**src/rtl/div_norm_round_if.sv**
```systemverilog
// div_norm_round_if: handshake and payload bundle between divider, normalizer and posit encoder
interface div_norm_round_if #(
    parameter int MANT_W = 14,
    parameter int TE_W   = 7
);
    localparam int MW     = 3 * MANT_W - 1;
    localparam int FRAC_W = MANT_W - 1;

    logic              in_valid;
    logic              in_ready;
    logic [TE_W-1:0]   te_in;
    logic [MW-1:0]     mant_in;
    logic              out_valid;
    logic              out_ready;
    logic [TE_W-1:0]   te_out;
    logic [FRAC_W-1:0] frac_out;
    logic              round_bit;
    logic              sticky_bit;
    logic              is_zero;
    logic              sat_hi;
    logic              sat_lo;

    modport slave (
        input  in_valid, te_in, mant_in, out_ready,
        output in_ready, out_valid, te_out, frac_out, round_bit, sticky_bit, is_zero, sat_hi, sat_lo
    );

    modport master (
        output in_valid, te_in, mant_in, out_ready,
        input  in_ready, out_valid, te_out, frac_out, round_bit, sticky_bit, is_zero, sat_hi, sat_lo
    );
endinterface

```
**src/rtl/div_norm_round.sv**
```systemverilog
// div_norm_round: two-stage normalize / extract-and-saturate pipeline for divider quotients
module div_norm_round #(
    parameter int MANT_W = 14,
    parameter int TE_W   = 7,
    parameter int TE_MAX = 28
) (
    input logic clk,
    input logic rst,
    div_norm_round_if.slave bus
);
    localparam int MW     = 3 * MANT_W - 1;
    localparam int FRAC_W = MANT_W - 1;
    localparam logic signed [TE_W:0] LIM_HI = (TE_W+1)'(TE_MAX);
    localparam logic signed [TE_W:0] LIM_LO = (TE_W+1)'(-TE_MAX);
    localparam logic [TE_W-1:0] TE_HI = TE_W'(TE_MAX);
    localparam logic [TE_W-1:0] TE_LO = TE_W'(-TE_MAX);

    logic                   s1_valid, s2_valid, s1_adv, s2_adv;
    logic                   s1_zero, in_zero, hi, lo;
    logic [MW-1:0]          s1_norm, n_norm;
    logic signed [TE_W:0]   s1_te, te_ext, n_te;
    logic [TE_W-1:0]        r_te;
    logic [FRAC_W-1:0]      r_frac;
    logic                   r_round, r_sticky, r_zero, r_hi, r_lo;

    // handshake chain, normalization of the incoming quotient and clamp detection
    always_comb begin
        s2_adv  = !s2_valid || bus.out_ready;
        s1_adv  = !s1_valid || s2_adv;
        in_zero = bus.mant_in == '0;
        te_ext  = {bus.te_in[TE_W-1], bus.te_in};
        n_norm  = bus.mant_in[MW-1] ? bus.mant_in : bus.mant_in << 1;
        n_te    = in_zero ? '0 : bus.mant_in[MW-1] ? te_ext : te_ext - (TE_W+1)'(1);
        hi      = s1_te > LIM_HI;
        lo      = s1_te < LIM_LO;
    end

    // S1: capture the normalized quotient and adjusted exponent
    always_ff @(posedge clk or posedge rst) begin
        if (rst) begin
            s1_valid <= 1'b0;
            s1_norm  <= '0;
            s1_te    <= '0;
            s1_zero  <= 1'b0;
        end else if (s1_adv) begin
            s1_valid <= bus.in_valid;
            if (bus.in_valid) begin
                s1_norm <= n_norm;
                s1_te   <= n_te;
                s1_zero <= in_zero;
            end
        end
    end

    // S2: split fraction/round/sticky and clamp the exponent; saturated results drop the fraction
    always_ff @(posedge clk or posedge rst) begin
        if (rst) begin
            s2_valid <= 1'b0;
            r_te     <= '0;
            r_frac   <= '0;
            r_round  <= 1'b0;
            r_sticky <= 1'b0;
            r_zero   <= 1'b0;
            r_hi     <= 1'b0;
            r_lo     <= 1'b0;
        end else if (s2_adv) begin
            s2_valid <= s1_valid;
            if (s1_valid) begin
                r_te     <= hi ? TE_HI : lo ? TE_LO : s1_te[TE_W-1:0];
                r_frac   <= (hi || lo) ? '0 : s1_norm[MW-2 -: FRAC_W];
                r_round  <= !(hi || lo) && s1_norm[MW-2-FRAC_W];
                r_sticky <= !(hi || lo) && (|s1_norm[MW-3-FRAC_W:0]);
                r_zero   <= s1_zero;
                r_hi     <= hi;
                r_lo     <= lo;
            end
        end
    end

    assign bus.in_ready   = s1_adv;
    assign bus.out_valid  = s2_valid;
    assign bus.te_out     = r_te;
    assign bus.frac_out   = r_frac;
    assign bus.round_bit  = r_round;
    assign bus.sticky_bit = r_sticky;
    assign bus.is_zero    = r_zero;
    assign bus.sat_hi     = r_hi;
    assign bus.sat_lo     = r_lo;
endmodule

```
**src/flat_wrapper.sv**
```systemverilog
// flat-port wrapper written by rule: the top's interface ports become plain ports
module div_norm_round_flat 
#(
    parameter int MANT_W = 14,
    parameter int TE_W   = 7,
    parameter int TE_MAX = 28
)
  (clk, rst, bus_in_valid, bus_te_in, bus_mant_in, bus_out_ready, bus_in_ready, bus_out_valid, bus_te_out, bus_frac_out, bus_round_bit, bus_sticky_bit, bus_is_zero, bus_sat_hi, bus_sat_lo);
  div_norm_round_if #(.MANT_W(MANT_W), .TE_W(TE_W)) bus_i ();
  input logic clk;
  input logic rst;
  input wire logic [$bits(bus_i.in_valid)-1:0] bus_in_valid;
  input wire logic [$bits(bus_i.te_in)-1:0] bus_te_in;
  input wire logic [$bits(bus_i.mant_in)-1:0] bus_mant_in;
  input wire logic [$bits(bus_i.out_ready)-1:0] bus_out_ready;
  output wire logic [$bits(bus_i.in_ready)-1:0] bus_in_ready;
  output wire logic [$bits(bus_i.out_valid)-1:0] bus_out_valid;
  output wire logic [$bits(bus_i.te_out)-1:0] bus_te_out;
  output wire logic [$bits(bus_i.frac_out)-1:0] bus_frac_out;
  output wire logic [$bits(bus_i.round_bit)-1:0] bus_round_bit;
  output wire logic [$bits(bus_i.sticky_bit)-1:0] bus_sticky_bit;
  output wire logic [$bits(bus_i.is_zero)-1:0] bus_is_zero;
  output wire logic [$bits(bus_i.sat_hi)-1:0] bus_sat_hi;
  output wire logic [$bits(bus_i.sat_lo)-1:0] bus_sat_lo;
  assign bus_i.in_valid = bus_in_valid;
  assign bus_i.te_in = bus_te_in;
  assign bus_i.mant_in = bus_mant_in;
  assign bus_i.out_ready = bus_out_ready;
  assign bus_in_ready = bus_i.in_ready;
  assign bus_out_valid = bus_i.out_valid;
  assign bus_te_out = bus_i.te_out;
  assign bus_frac_out = bus_i.frac_out;
  assign bus_round_bit = bus_i.round_bit;
  assign bus_sticky_bit = bus_i.sticky_bit;
  assign bus_is_zero = bus_i.is_zero;
  assign bus_sat_hi = bus_i.sat_hi;
  assign bus_sat_lo = bus_i.sat_lo;
  div_norm_round #(.MANT_W(MANT_W), .TE_W(TE_W), .TE_MAX(TE_MAX)) u_core (.clk(clk), .rst(rst), .bus(bus_i));
endmodule
```
**config.mk**
```make
export PLATFORM = sky130hd
export DESIGN_NAME = div_norm_round_flat
export DESIGN_NICKNAME = d
export VERILOG_FILES = /design/src/rtl/div_norm_round_if.sv /design/src/rtl/div_norm_round.sv /design/src/flat_wrapper.sv
export SDC_FILE = /design/constraint.sdc
export NUM_CORES = 1
export LEC_CHECK = 0
export ABC_AREA = 1
export CELL_PAD_IN_SITES_DETAIL_PLACEMENT = 0
export CELL_PAD_IN_SITES_GLOBAL_PLACEMENT = 1
export CORE_UTILIZATION = 37
export CTS_CLUSTER_SIZE = 30
export DETAILED_ROUTE_END_ITERATION = 8
export GPL_TIMING_DRIVEN = 0
export PLACE_DENSITY = 0.8
export SKIP_LAST_GASP = 1
export SYNTH_ARGS = -nofsm -noshare
export SYNTH_HDL_FRONTEND = slang
export SYNTH_SLANG_ARGS = --single-unit
```
**constraint.sdc**
```tcl
create_clock -name clk -period 3.4 [get_ports clk]
set_input_delay 0.68 -clock clk [delete_from_list [all_inputs] [get_ports clk]]
set_output_delay 0.68 -clock clk [all_outputs]
set_load 0.02 [all_outputs]
```
Word level (Yosys, flattened, before mapping) --
Index checks and enable logic that the tools add are counted. Widths: inputs -> output; s select.
Storage, ports and cells: input bits 52, output and inout port bits 27, register bits 76, logic and storage cells 33
Operators by class: add/subtract/negate cells 1, reduce and logical (&&, ||, !) cells 12, order comparisons 2, multiplexer cells 6
Operator list (number):
- $logic_not 41->1 | 1
- $mux 40 | 1
- $reduce_or 26->1 | 1
- $mux 8 | 2
- $mux 7 | 2
- $mux 13 | 1
- $gt 8x6->1 const B | 1
- $lt 8x6->1 const B | 1
- $sub 7x2->8 const B | 1
- $reduce_and 2->1 | 2
- $logic_not 1->1 | 3
- $logic_or 1x1->1 | 3
- $logic_and 1x1->1 | 2

Logic depth before layout (Yosys ltp) --
Gate-level depths: netlist (run 1).
depth in word-level cells 4, depth in mapped cells 10

Worst setup path before layout (run 1) --
No wires, ideal clock.
path type input to output, start in bus_out_ready, end out bus_in_ready, data required time 2720 ps, setup slack 1762 ps, stages on the path 2, arrival 958 ps, path through inv_1 -> nand3_2
Between the ends: word-level cells in the longest chain between the ends 2
RTL lines:
- start, declared | RTL line flat_wrapper.sv:15 | input wire logic [$bits(bus_i.out_ready)-1:0] bus_out_ready;
- $logic_or 1x1->1 | RTL line div_norm_round.sv:28 | s2_adv = !s2_valid || bus.out_ready;
- $logic_or 1x1->1 | RTL line div_norm_round.sv:29 | s1_adv = !s1_valid || s2_adv;
- end, declared | RTL line flat_wrapper.sv:16 | output wire logic [$bits(bus_i.in_ready)-1:0] bus_in_ready;
No other way between the ends.

Worst setup path in the final report (run 1) --
Ends and elaborated chain as after synthesis.

==> flow_metrics.py, run 1 <==
metrics = {
    "run_status": {
        "result_of_the_run": "finished, final reports clean",
    },
    "power_and_ir_drop": {
        "power_per_cell_area_nw_per_um2": 574,
        "ir_drop_mv": 0.240,
        "leakagePower_uw": 0.00222,
    },
    "global_routing": {
        "grt_start_max_net_pins": 52,
        "grt_util_all_layers_pct": 18.2,
        "number_of_global_route_vias_before_repair": 3138,
        "overflow": 0,
        "grt_antenna_before_repair": 0,
        "global_route_wire_length_before_repair_um": 14500,
    },
    "sta": {
        "slew_headroom_pct": 70.0,
        "worstMarginPinSlew_ns": 0.449,
        "achievable-frequency_ghz": 0.384,
        "rsz0062_at_grt": "no",
        "final-setup-viol-count": 0,
        "fin_skew_ns": 0.0130,
        "totalNegativeSetupSlack_ns": 0,
        "layout_worst_path_cycle_share_pct": 76.7,
        "hold_viol": 0,
        "finalWorstPathRequiredPeriod_ns": 2.61,
        "final_max_slew_viol_count": 0,
    },
    "clock_network": {
        "clkTransAtPathRegs_ns": 0.08,
        "postCtsResizedCells": 0,
        "clock_latency_ns": 0.35,
        "cts_sink_cnt": 76,
        "post_cts_buffers": 0,
        "cts-htree-levels": 3,
        "cts-buffers-inserted": 9,
        "cts_tree": "built",
        "cts_root_buf": "sky130_fd_sc_hd__clkbuf_8",
        "post_cts_hold_buffer_count": 0,
        "ctsLongestPathBuffers": 2,
    },
    "die": {
        "die_x_um": 102,
        "design.die.area_sq_um": 10400,
        "die_h_um": 102,
        "fp.coreArea_sq_um": 9730,
        "fp-row-count": 36,
        "design.portCount": 79,
        "start_util_pct": 37.9,
    },
    "route": {
        "wl_per_cell_um": 12.3,
        "drc": 0,
        "vias": 3281,
        "dr.first_iter.drc_count": 115,
        "first_pass_iters": 4,
        "via_per_inst": 4.69,
        "antenna_violating_nets_post_route": 0,
        "wirelength_um": 8620,
    },
    "worst_hold_path": {
        "min-delay-path-class": "reg -> reg",
        "min_from": "u_core.bus.is_zero",
    },
    "cells_and_area": {
        "post_route_cells_drive_above_1_share_pct": 8.30,
        "antenna_cells_inserted": 0,
        "final_core_utilization_pct": 50.5,
        "final_nets": 615,
        "area_delta_synth_final_pct": 33.4,
    },
    "logic_synthesis": {
        "synth_enable_flop_cells": 0,
        "largest_family_of_logic_cells_by_synthesized_area": "simple AND/OR/NAND/NOR gates",
        "synthXorXnorAreaFrac_pct": 0.476,
        "synth_most_common_cell": "sky130_fd_sc_hd__nand2_1",
        "synth_area_leaders": "sky130_fd_sc_hd__dfrtp_1 52%, sky130_fd_sc_hd__nand2_1 18%, sky130_fd_sc_hd__nor2_1 8.8%, sky130_fd_sc_hd__a31oi_1 6.5%, sky130_fd_sc_hd__inv_1 1.7%",
        "synth_adder_area_share_pct": 0.340,
        "syn_avg_cell_area_sq_um": 7.79,
        "synth_top_cell_by_area": "sky130_fd_sc_hd__dfrtp_1",
        "netlist_area_before_placement_sq_um": 3680,
        "synth_nets": 526,
        "number_of_instances_in_the_synthesized_netlist": 473,
        "yosys.area_share.simple_pct": 30.2,
        "synth_sequential_area_ratio_pct": 51.6,
        "synth.area.mux_share_pct": 0,
        "synth-seq-cells": 76,
        "share_of_the_synthesized_area_in_compound_gates_ao_oa_aoi_oai_pct": 11.4,
        "ys_types": 29,
        "post_synth_most_frequent_cells": "172 x sky130_fd_sc_hd__nand2_1, 86 x sky130_fd_sc_hd__nor2_1, 76 x sky130_fd_sc_hd__dfrtp_1, 38 x sky130_fd_sc_hd__a31oi_1, 17 x sky130_fd_sc_hd__inv_1",
        "synth_top_flop_cell": "sky130_fd_sc_hd__dfrtp_1",
        "async_reset_ff_share_pct": 100,
        "yosysWarningCount": 0,
        "synthDominantCellAreaShare_pct": 51.6,
    },
    "worst_setup_path": {
        "cp_data_required_time_ns": 2.72,
        "path_class": "in -> out",
        "crit_fanout": 3,
        "crit-reg2reg-launch": "u_core.bus.out_valid",
        "arr_time_crit_path_ns": 1.93,
        "setup.worst_path.start_class": "input port",
        "crit_path_start": "bus_out_ready",
        "end_kind": "output port",
    },
    "run": {
        "drv_cap": 0,
    },
    "placement": {
        "routabilityCongestion": 0.857,
        "port-buffer-count": 77,
        "hpwl_um": 6530,
    },
}
report_power, final:
group | switching, uW | internal [uW] | leakage (uW) | total, uW
clock | 338 | 560 | 0.000129 | 898
combinational | 394 | 344 | 0.00119 | 738
sequential | 103 | 1080 | 0.000907 | 1180
total | 835 | 1980 | 0.00222 | 2820
worst paths after layout:
check | endpoint | slack, ns | cells past startpoint
worst min-delay path | u_core.bus.is_zero | 0.48 | 2
worst max register to register | u_core.s1_norm[25] | 2.06 | 6
min in group asynchronous | u_core.bus.frac_out[8] | 0.65 | 2
worst max-delay path | bus_in_ready | 0.79 | 4
max in group asynchronous | u_core.s1_norm[6] | 2.19 | 3
worst min register to register | u_core.bus.is_zero | 0.48 | 2
logic make-up after synthesis:
| logic type | Yosys count |
|---|---|
| AO/OA/AOI/OAI | 70 |
| buffers and inverters | 43 |
| XOR/XNOR | 2 |
| adder cells (fa/ha/maj) | 1 |
| flip-flops | 76 |
| AND/OR/NAND/NOR | 281 |
area by class of cell:
| class | count | area [sq um] |
|---|---|---|
| Inverter | 20 | 77.6 |
| Sequential cell | 76 | 1900 |
| Timing Repair Buffer | 78 | 798 |
| Clock inverter | 6 | 138 |
| Tap cell | 133 | 166 |
| Multi-Input combinational cell | 354 | 1570 |
| Buffer | 23 | 141 |
| Fill cell | 1034 | 4820 |
| Clock buffer | 9 | 124 |
cells in the final DEF (no fill, tap or decap), types with 5 or more instances in the layout:
cell / instances
sky130_fd_sc_hd__clkbuf_8: 9
sky130_fd_sc_hd__inv_1: 16
sky130_fd_sc_hd__nor2_1: 86
sky130_fd_sc_hd__a31oi_1: 38
sky130_fd_sc_hd__nand2_1: 172
sky130_fd_sc_hd__o21ai_0: 12
sky130_fd_sc_hd__clkdlybuf4s50_1: 77
sky130_fd_sc_hd__o21ai_1: 10
sky130_fd_sc_hd__clkbuf_1: 6
sky130_fd_sc_hd__buf_6: 5
sky130_fd_sc_hd__buf_2: 11
sky130_fd_sc_hd__nand3_1: 10
sky130_fd_sc_hd__dfrtp_1: 76
registers in the layout, indices dropped and copies added (netlist names):
| signal | flops |
|---|---|
| u_core.bus.sat_hi | 1 |
| u_core.bus.out_valid | 1 |
| u_core.bus.frac_out | 13 |
| u_core.bus.round_bit | 1 |
| u_core.s1_te | 8 |
| u_core.s1_valid | 1 |
| u_core.s1_norm | 40 |
| u_core.bus.te_out | 7 |
| u_core.s1_zero | 1 |
| u_core.bus.sat_lo | 1 |
| u_core.bus.is_zero | 1 |
| u_core.bus.sticky_bit | 1 |
metal layers:
metal  wire length [um]  track usage, %  up-vias
li1                   -               -     1703
met3                355            3.24        7
met2               4060            29.7       76
met4                 82            6.35        0
met1               4120            24.4     1495
met5                  0               0        -
metrics by stage:
step / hold WS, ns / total power, uW / instances / instance area [sq um] / worst slack [ns]
after detailed placement: 0.462 / 1950 / 684 / 4650 / 0.775
after global routing: 0.517 / 2980 / 699 / 4910 / 0.749
final: 0.477 / 2820 / 699 / 4910 / 0.793
after global placement: 0.454 / 1930 / 683 / 4620 / -0.467
after floorplan: 0.449 / 1610 / 473 / 3680 / 0.782
after CTS: 0.482 / 2850 / 699 / 4910 / 0.792
critical path, cell delays in order:
cell and delay [ns]:
sky130_fd_sc_hd__clkdlybuf4s50_1 0.46, sky130_fd_sc_hd__inv_1 0.09, sky130_fd_sc_hd__nand3_2 0.10, sky130_fd_sc_hd__clkdlybuf4s50_1 0.60
(Power assumes the default switching activity.)
==> inputs of run 2 (changes only) <==
clock period = 2.6 ns   (was 3.4 ns; I/O delays follow)
==> results of run 2 <==
Same layout as run 1 (identical final DEF). Status: finished, final reports clean.
Among the figures that moved: setup slack after placement 0.775 ns -> 0.295 ns; setup slack after layout 0.793 ns -> 0.313 ns; register-to-register setup slack 2.06 ns -> 1.26 ns; total power 2820 uW -> 3690 uW; worst IR drop on VDD 0.240 mV -> 0.314 mV
